--- src/rtl/jk_bank_arbiter.sv ---
// Bank of 2**IDX_W JK bits shared by four requesters through a round-robin arbiter.
// One command is applied per cycle; q, gnt and served_cnt are all registered.
module jk_bank_arbiter #(
    parameter int unsigned IDX_W = 3
) (
    input  logic                   clk,
    input  logic                   rst,
    input  logic                   clr,
    input  logic [3:0]             req,
    input  logic [7:0]             op,
    input  logic [4*IDX_W-1:0]     idx,
    output logic [2**IDX_W-1:0]    q,
    output logic [3:0]             gnt,
    output logic [7:0]             served_cnt
);
    localparam int unsigned NREQ = 4;

    logic [1:0]       last_ptr;
    logic [NREQ-1:0]  elig;
    logic             found;
    logic [1:0]       sel;
    logic [1:0]       cand;
    logic [1:0]       op_arr  [NREQ];
    logic [IDX_W-1:0] idx_arr [NREQ];
    logic [1:0]       op_sel;
    logic [IDX_W-1:0] idx_sel;
    logic             bit_next;

    for (genvar r = 0; r < NREQ; r++) begin : g_unpack
        assign op_arr[r]  = op[2*r +: 2];
        assign idx_arr[r] = idx[r*IDX_W +: IDX_W];
    end

    // A requester granted last cycle sits out one cycle to refresh or drop its command.
    assign elig = req & ~gnt;

    always_comb begin
        found = 1'b0;
        sel   = '0;
        cand  = '0;
        for (int unsigned k = 1; k <= NREQ; k++) begin
            cand = last_ptr + 2'(k);
            if (!found && elig[cand]) begin
                found = 1'b1;
                sel   = cand;
            end
        end
    end

    assign op_sel  = op_arr[sel];
    assign idx_sel = idx_arr[sel];

    always_comb begin
        case (op_sel)
            2'b10:   bit_next = 1'b1;
            2'b01:   bit_next = 1'b0;
            2'b11:   bit_next = ~q[idx_sel];
            default: bit_next = q[idx_sel];
        endcase
    end

    always_ff @(posedge clk) begin
        if (rst) begin
            q          <= '0;
            gnt        <= '0;
            served_cnt <= '0;
            last_ptr   <= 2'd3;
        end else if (clr) begin
            q   <= '0;
            gnt <= '0;
        end else if (found) begin
            q[idx_sel] <= bit_next;
            gnt        <= 4'b0001 << sel;
            last_ptr   <= sel;
            served_cnt <= served_cnt + 8'd1;
        end else begin
            gnt <= '0;
        end
    end

endmodule

--- config.mk ---
export PLATFORM = sky130hd
export DESIGN_NAME = jk_bank_arbiter
export DESIGN_NICKNAME = d
export VERILOG_FILES = /design/src/rtl/jk_bank_arbiter.sv
export SDC_FILE = /design/constraint.sdc
export NUM_CORES = 1
export LEC_CHECK = 0
export ABC_AREA = 1
export CORE_ASPECT_RATIO = 0.6
export CORE_UTILIZATION = 25
export CTS_CLUSTER_SIZE = 28
export DETAILED_ROUTE_END_ITERATION = 8
export HOLD_SLACK_MARGIN = 0.05
export PLACE_DENSITY = 0.46
export SKIP_CTS_REPAIR_TIMING = 1
export SYNTH_ARGS = -nofsm -noshare
export SYNTH_HDL_FRONTEND = slang
export SYNTH_SLANG_ARGS = --single-unit
--- constraint.sdc ---
create_clock -name clk -period 3.08 [get_ports clk]
set_clock_uncertainty 0.15 [all_clocks]
set_input_delay 0.616 -clock clk [delete_from_list [all_inputs] [get_ports clk]]
set_output_delay 0.616 -clock clk [all_outputs]
set_load 0.01 [all_outputs]
---- Word-level counts from Yosys, hierarchy flattened ----
Cells that the tools add are included.
storage, ports and cells
  flip-flop bits (word level) ............. 22
  input port bits ......................... 27
  output and inout bits ................... 20
  logic and storage cells ................. 63
cells by class
  $add $sub $neg .......................... 4
  magnitude comparators ................... 7
  equality and inequality tests ........... 3
  shift operators ......................... 1
  mux-type cells .......................... 28
  bitwise logic cells ..................... 6
  reduce and logical (&&, ||, !) cells .... 10
operators with widths
  kind                                                               number
  less-than comparator 2 x 3 -> 1 bit, second input constant         4
  two-way mux 2 bit                                                  6
  two-way mux 1 bit                                                  10
  adder 8 x 1 -> 8 bit, second input constant                        1
  binary-select mux 1 bit (select 2 bit)                             4
  bitwise mux 8 bit                                                  1
  binary-select mux 3 bit (select 2 bit)                             1
  two-way mux 3 bit                                                  2
  adder 2 bit, second input constant                                 2
  bitwise AND 4 bit                                                  1
  binary-select mux 2 bit (select 2 bit)                             1
  equality test 2 bit, second input constant                         2
  logical AND 1 bit                                                  4
  less-than comparator 3 x 4 -> 1 bit, second input constant         1
  NOT 4 bit                                                          1
  << shifter 1 x 2 -> 4 bit, first input constant                    1
  binary-select mux 1 bit (select 3 bit)                             1
  demux 1 bit (select 3 bit)                                         1
  greater-or-equal comparator 3 x 1 -> 1 bit, second input constant  1
  greater-or-equal comparator 3 bit, second input constant           1
  logical NOT 1 bit                                                  3
  NOT 1 bit                                                          3
  NOT 2 -> 3 bit                                                     1
  one-hot mux 1 bit (3 select lines)                                 1
  other kinds (5)                                                    5

---- Depth between registers and ports, before layout ----
Gate-level depths: netlist of run 1.
  depth after elaboration ................. 23
  mapped depth ............................ 23
  gate-level depth less buffers ........... 22

---- Least setup slack after synthesis of run 1 ----
No wires, ideal clock.
  kind .................................... input to register
  start ................................... input req[2]
  end ..................................... register q[0]
  setup time .............................. 0.109 ns
  data arrival time ....................... 2.281 ns
  slack ................................... 0.540 ns
  stages .................................. 19
  path through ............................ nand3_1 nand2_1 o21ai_4 nand2_2 nor2_4 nand2_4 nand2_4 buf_8 nand2_1 nand3_1 nand2_2 nor2_2 nand3_2 nand2_2 nor2_2 nand2_4 nand3_1 nand2_1 inv_1
on the way
  word-level cells in the longest chain between the ends .. 22
  elaborated cells on any way between the ends .. 43
  classes of those cells .................. order compare: 2; eq/ne: 3; mux: 28; bitwise: 3; reduce/logical: 7
ends and longest elaborated chain
  what                                                                               RTL line    RTL
  start: declaration                                                                 9           input logic [3:0] req,
  bitwise AND 4 bit (*)                                                              35          assign elig = req & ~gnt;
  binary-select mux 1 bit (select 2 bit)                                             43          if (!found && elig[cand]) begin
  two-way mux 1 bit (not written as such)                                            43
  two-way mux 1 bit                                                                  43
  logical NOT 1 bit                                                                  43
  logical AND 1 bit                                                                  43
  two-way mux 1 bit                                                                  43
  logical NOT 1 bit                                                                  43
  [5 not listed]                                                                     -
  NOT 2 -> 3 bit (not written as such)                                               50, 51
  binary-select mux 3 bit (select 2 bit)                                             51          assign idx_sel = idx_arr[sel];
  two-way mux 3 bit (not written as such) (2 in a row)                               51
  less-than comparator 3 x 4 -> 1 bit (not written as such) (tied with other cells)  72          q[idx_sel] <= bit_next;
  logical AND 1 bit (not written as such) or two-way mux 1 bit (tied branches)       72, 57, 58
  two-way mux 1 bit (not written as such) or NOT 1 bit (tied branches)               72, 57
  demux 1 bit (select 3 bit) or one-hot mux 1 bit (3 select lines) (tied branches)   72, 54
  bitwise mux 8 bit                                                                  72
  end signal: indexed assignment                                                     72
  end: declaration                                                                   12          output logic [2**IDX_W-1:0] q,
Every way passes the cells marked *; elsewhere a longest branch is shown, timed or not. The select of a mux whose other input is x is not followed.
A chain may end at the register's enable or synchronous reset.

---- Final worst setup path of run 1 ----
  start ................................... register last_ptr[1]
  end ..................................... register q[2]
on the way
  word-level cells in the longest chain between the ends .. 22
  elaborated cells on any way between the ends .. 45
  classes of those cells .................. add/sub: 3; order compare: 2; eq/ne: 3; mux: 28; bitwise: 2; reduce/logical: 7
ends and longest elaborated chain
  what                                                                               RTL line    RTL
  start: declaration                                                                 18          logic [1:0] last_ptr;
  start signal: assignment                                                           74          last_ptr <= sel;
  adder 2 x 1 -> 2 bit                                                               42          cand = last_ptr + 2'(k);
  binary-select mux 1 bit (select 2 bit)                                             43
  two-way mux 1 bit (not written as such)                                            43
  two-way mux 1 bit                                                                  43
  logical NOT 1 bit                                                                  43
  logical AND 1 bit                                                                  43
  two-way mux 1 bit                                                                  43
  logical NOT 1 bit                                                                  43
  [5 not listed]                                                                     -
  NOT 2 -> 3 bit (not written as such)                                               50, 51
  binary-select mux 3 bit (select 2 bit)                                             51
  two-way mux 3 bit (not written as such) (2 in a row)                               51
  less-than comparator 3 x 4 -> 1 bit (not written as such) (tied with other cells)  72
  logical AND 1 bit (not written as such) or two-way mux 1 bit (tied branches)       72, 57, 58
  two-way mux 1 bit (not written as such) or NOT 1 bit (tied branches)               72, 57
  demux 1 bit (select 3 bit) or one-hot mux 1 bit (3 select lines) (tied branches)   72, 54
  bitwise mux 8 bit                                                                  72
Parallel ways exist; a longest one is shown, timed or not. The select of a mux whose other input is x is not followed.

==> results.sh, run 1 <==
export IMPL_status="finished, final reports clean"
export IMPL_dr_pass1_iters=5
export IMPL_synth_edf_count=0
export IMPL_layout_drive_gt1_share=0.2754
export IMPL_cp_required_ps=3080
export IMPL_synth_top_area_share=0.2596
export IMPL_slowest_stage="dfxtp_1"
export IMPL_crit_chain="inv_2, nand2_2, nand2_4, o21ai_4, nand2_2, nor2_4, nand2_4, buf_4, nand3_1, nand3_1, nand2_2, nor2_2, nand3_2, nand2_2, o21ai_4, nand3_1, nand2_1, inv_1"
export IMPL_grt_max_degree=12
export IMPL_core_um2=6331
export IMPL_seq_area_frac_synth=0.2596
export IMPL_grt_pass1_wl_um=7935
export IMPL_syn_to_final_growth_pct=57.01
export IMPL_fp_dieW_um=108.4
export IMPL_yosysWarnings=0
export IMPL_viasPerCell=4.555
export IMPL_final_antenna_net_count=0
export IMPL_syn_inst=259
export IMPL_arrival_ps=2860
export IMPL_period_minus_slack_ps=2861
export IMPL_async_flop_share=0
export IMPL_layout_commonest_cell="nand2_1"
export IMPL_fin_crit_sh=0.9289
export IMPL_p_per_area_nw_per_um2=1127
export IMPL_io_pins=47
export IMPL_start_kind="register"
export IMPL_rows=22
export IMPL_mostFrequentLayoutCells="nand2_1 (49), clkdlybuf4s50_1 (42), inv_1 (38), buf_4 (28), nand3_1 (26)"
export IMPL_antenna_found_initial=0
export IMPL_min_path_type="register to register"
export IMPL_drv_slew=0
export IMPL_overflow=0
export IMPL_syn_num_nets=287
export IMPL_syn_area_per_cell_um2=6.551
export IMPL_setup_slack_ps=218.9
export IMPL_drt_initial_drc_count=71
export IMPL_num_antenna_cells=0
export IMPL_die_h_um=65.81
export IMPL_placed_cell_area_um2=2447
export IMPL_die_area_um2=7131
export IMPL_slew_headroom=0.7792
export IMPL_cap_violations=0
export IMPL_max_freq_mhz=349.5
export IMPL_hpwl_um=3981
export IMPL_cts_buffers=3
export IMPL_grt_pass1_vias=1673
export IMPL_critPathMaxFanout=8
export IMPL_start_util=0.2680
export IMPL_yosys_top_cells_area="dfxtp_1 (26%), nand3_1 (12%), nand2_1 (11%)"
export IMPL_portBuffers=46
export IMPL_fin_util=0.4208
export IMPL_clk_latency_ps=250
export IMPL_root_buffer="clkbuf_16"
export IMPL_synth_ff_type="dfxtp_1"
export IMPL_vdd_drop_max_mv=0.3975
export IMPL_dp_slack_ps=-199.7
export IMPL_cpMostUsedCell="nand2_2"
export IMPL_yosysTopAreaCell="dfxtp_1"
export IMPL_final_nets=364
export IMPL_syn_area_um2=1697
export IMPL_fillCellCount=663
export IMPL_finalSetupViolCount=0
export IMPL_synth_seq_cells=22
export IMPL_criticalPathCategory="register to register"
export IMPL_critPathTopFamily="simple AND/OR/NAND/NOR gates"
export IMPL_slowest_delay_ps=480
export IMPL_clock_path_buffers=2
export IMPL_ys_types=32
export IMPL_p_leak_uw=0.001225
export IMPL_gp_congestion=0.8245
export IMPL_hold_violations=0
export IMPL_crit_buf_inv=3
export IMPL_clk_pin_slew_worst_paths_ps=60
export IMPL_grt_total_usage=0.1431
export IMPL_vias=1904
export IMPL_rsz0062_at_grt="no"
export IMPL_numClockSinks=22
export IMPL_cp_end_kind="register"
export IMPL_drc_errors=0
export IMPL_tightestPinTransition_ps=328.1
export IMPL_cts_tree="done"
export IMPL_cts_htree_levels=1
export IMPL_wl_per_cell_um=12.31
export IMPL_wirelength_um=5144
export IMPL_design_area_um2=2664
[area by class of cell]
| class | instances | area, um2 | share of cell area |
|---|---|---|---|
| Tap cell | 84 | 105.1 | 0.03946 |
| Sequential cell | 22 | 441.7 | 0.1658 |
| Inverter | 41 | 158.9 | 0.05965 |
| Multi-Input combinational cell | 193 | 1182 | 0.4439 |
| Timing Repair Buffer | 75 | 700.7 | 0.2630 |
| Clock buffer | 3 | 75.07 | 0.02818 |
[routing by layer]
layer	share of wire	up-vias	global-route usage
met5	0	-	0
met4	0.0049	0	0.03041
met3	0.049	2	0.03153
met2	0.41	35	0.2006
met1	0.54	863	0.2180
li1	-	1004	-
[registers in the layout, indices dropped and copies added (netlist names)]
| signal | count |
|---|---|
| served_cnt | 8 |
| q | 8 |
| last_ptr | 2 |
| gnt | 4 |
[stage by stage]
step | hold WS [ps] | power, uW | TNS [ps] | instances
finish | 296.7 | 3001 | 0 | 418
floorplan | 322.5 | 1749 | 0 | 259
global route | 339.8 | 3270 | 0 | 418
CTS | 303.0 | 2812 | 0 | 415
global placement | 288.5 | 2540 | -1162 | 412
detailed placement | 289.0 | 2522 | -1459 | 412
[worst paths after layout]
kind                                    start       endpoint  slack [ps]  depth (start not counted)
worst min-delay path            served_cnt[7]  served_cnt[7]         300                          1
worst max register to register    last_ptr[1]           q[2]         220                         18
worst max-delay path              last_ptr[1]           q[2]         220                         18
worst min register to register  served_cnt[7]  served_cnt[7]         300                          1
[cells in the mapped netlist, types with 2 or more instances]
library cell and n:
a21oi_1 14, dfxtp_1 22, inv_1 38, inv_2 2
nand2_1 51, nand2_2 12, nand2_4 5, nand3_1 39
nand3_2 8, nand3b_1 4, nand4_2 2, nor2_1 20
nor2_2 4, nor3_1 6, nor3b_1 3, o21ai_0 12
o21ai_4 2
[cells by family (layout without fill, tap and decap cells)]
group	after synthesis	count (layout)	share of synthesized area
simple gates	159	160	0.5030
buf+inv	45	119	0.1114
flops	22	22	0.2596
fa+ha+maj	1	1	0.007373
compound gates	32	32	0.1187
[where the power goes]
part	internal, uW	switching [uW]
clock network	171	98.3
logic	996	1340
registers	344	55.2
No activity file was read; power rests on OpenSTA's default activity.
==> inputs of run 2 (changes only) <==
Settings changed: PLACE_DENSITY 0.46 to not set, PLACE_DENSITY_LB_ADDON set to 0.15, SLEW_MARGIN set to 20.
==> run 2 against run 1 <==
Compared with the run above:
- combinational power grew 2%
- worst hold slack barely moved
- non-clock buffer count is 3 lower
- critical path depth grew 1
- worst setup slack gained 33 ps
- clock power hardly changed
- final area is 0.42% higher
- first-iteration DRC count grew 83%
- critical path type unchanged
- largest cell class unchanged
==> results.sh, run 2 (synthesis results as in run 1) <==
export IMPL_cts_htree_levels=1
export IMPL_cap_violations=0
export IMPL_tightestPinTransition_ps=329.0
export IMPL_crit_chain="inv_2, nand2_2, nand2_4, o21ai_4, nand2_4, nor2_4, nand2_4, nand2_8, nand2_1, nand2_1, nand2_1, nand2_2, nor2_2, nand3_1, nand2_2, o21ai_4, nand3_1, nand2_1, inv_1"
export IMPL_die_h_um=65.81
export IMPL_clk_pin_slew_worst_paths_ps=60
export IMPL_final_nets=362
export IMPL_cp_required_ps=3080
export IMPL_p_leak_uw=0.001219
export IMPL_antenna_found_initial=0
export IMPL_viasPerCell=4.474
export IMPL_portBuffers=46
export IMPL_wl_per_cell_um=12.49
export IMPL_start_util=0.2680
export IMPL_vias=1861
export IMPL_fillCellCount=637
export IMPL_clock_path_buffers=2
export IMPL_worstHoldEndpoint="served_cnt[7]"
export IMPL_switching_share=0.5118
export IMPL_clk_latency_ps=250
export IMPL_die_area_um2=7131
export IMPL_cts_tree="done"
export IMPL_max_freq_mhz=353.6
export IMPL_hp_start="served_cnt[7]"
export IMPL_critPathMaxFanout=8
export IMPL_layout_commonest_cell="nand2_1"
export IMPL_wirelength_um=5196
export IMPL_arrival_ps=2830
export IMPL_comb_power_share=0.781
export IMPL_fp_dieW_um=108.4
export IMPL_gp_congestion=0.8542
export IMPL_holdPathStages=1
export IMPL_fin_total_pwr_uw=3047
export IMPL_status="finished, final reports clean"
export IMPL_vdd_drop_max_mv=0.3789
export IMPL_hold_violations=0
export IMPL_syn_to_final_growth_pct=57.67
export IMPL_numClockSinks=22
export IMPL_largestRegisters="q: 8 flops, served_cnt: 8 flops, gnt: 4 flops"
export IMPL_slowest_delay_ps=460
export IMPL_clkPwrFrac=0.088
export IMPL_p_int_uw=1488
export IMPL_use_met2=0.1982
export IMPL_p_seq_frac=0.130
export IMPL_r2r_end="q[4]"
export IMPL_start_kind="register"
export IMPL_grt_pass1_wl_um=7845
export IMPL_core_um2=6331
export IMPL_cts_buffers=3
export IMPL_drt_initial_drc_count=130
export IMPL_mostFrequentLayoutCells="nand2_1 (45), clkdlybuf4s50_1 (42), inv_1 (38), nand3_1 (25), buf_4 (25)"
export IMPL_power_switching_uw=1559
export IMPL_r2r_start="last_ptr[1]"
export IMPL_grt_use_met1=0.2183
export IMPL_r2r_setup_slack_ps=250
export IMPL_drc_errors=0
export IMPL_grt_busiest_layer="met1"
export IMPL_layout_drive_gt1_share=0.2892
export IMPL_criticalPathCategory="register to register"
export IMPL_io_pins=47
export IMPL_dr_pass1_iters=4
export IMPL_reg2reg_depth=19
export IMPL_num_antenna_cells=0
export IMPL_rows=22
export IMPL_finalSetupViolCount=0
export IMPL_slew_headroom=0.7786
export IMPL_p_per_area_nw_per_um2=1139
export IMPL_grt_max_degree=12
export IMPL_cpMostUsedCell="nand2_1"
export IMPL_rsz0062_at_grt="no"
export IMPL_drv_slew=0
export IMPL_cp_end_kind="register"
export IMPL_slowest_stage="dfxtp_1"
export IMPL_grt_pass1_vias=1652
export IMPL_fin_crit_sh=0.9182
export IMPL_grt_total_usage=0.1426
export IMPL_hpwl_um=3929
export IMPL_root_buffer="clkbuf_16"
export IMPL_use_met3=0.03448
export IMPL_final_antenna_net_count=0
export IMPL_period_minus_slack_ps=2828
export IMPL_min_path_type="register to register"
export IMPL_overflow=0
export IMPL_holdWs_ps=296.8
run 2: changes by cell type in the layout (fill, tap and decap cells not counted), moves of 2 or more:
cell / previous run / this run
nand2_2: 13 / 16
nand2_4: 6 / 8
buf_4: 28 / 25
nand2_1: 49 / 45
run 2: power groups by stage:
stage / sequential, uW / clock (uW) / combinational (uW)
after global placement: 403 / 0 / 2060
after global routing: 408 / 293 / 2590
after detailed placement: 400 / 0 / 2050
after floorplan: 405 / 0 / 1340
final: 398 / 269 / 2380
after CTS: 394 / 281 / 2060
run 2: layout make-up:
type	instances	area [um2]	area share
timing repair buffer	72	669.4	0.2502
tap	84	105.1	0.03929
sequential	22	441.7	0.1651
inverter	41	158.9	0.05940
multi-input combinational	194	1225	0.4579
clock buffer	3	75.07	0.02806
run 2: worst max-delay path, delay by kind of cell (launching register included):
kind,cells,cell delay [ps]
AOI/OAI and AO/OA,2,560
buffers and inverters,2,150
DFF,1,460
and+or+nand+nor,15,1380
run 2: how the worst max path moves through the flow:
stage	startpoint	end	slack [ps]	cells after the start
after CTS	req[2]	q[5]	40	20
after floorplan	req[2]	q[0]	540	19
after detailed placement	req[2]	q[5]	-220	20
after global routing	last_ptr[0]	q[4]	20	17
after global placement	req[2]	q[5]	-180	20
final	last_ptr[1]	q[4]	250	19
run 2: metrics by stage:
stage	utilization	instance area [um2]	cells	TNS, ps	setup slack [ps]
3_3_place_gp	0.3810	2412	409	-1317	-176.0
4_1_cts	0.3929	2487	412	0	41.01
5_1_grt	0.4225	2675	416	0	20.25
2_1_floorplan	-	1697	259	0	540.2
3_5_place_dp	0.3810	2412	409	-1676	-222.8
6_report	0.4225	2675	416	0	252.1
run 2: metal layers:
layer,wire (um),share of wire,vias up
met5,0,0,-
met4,25,0.0048,0
met3,264,0.051,2
met2,2055,0.40,36
met1,2851,0.55,829
li1,-,-,994
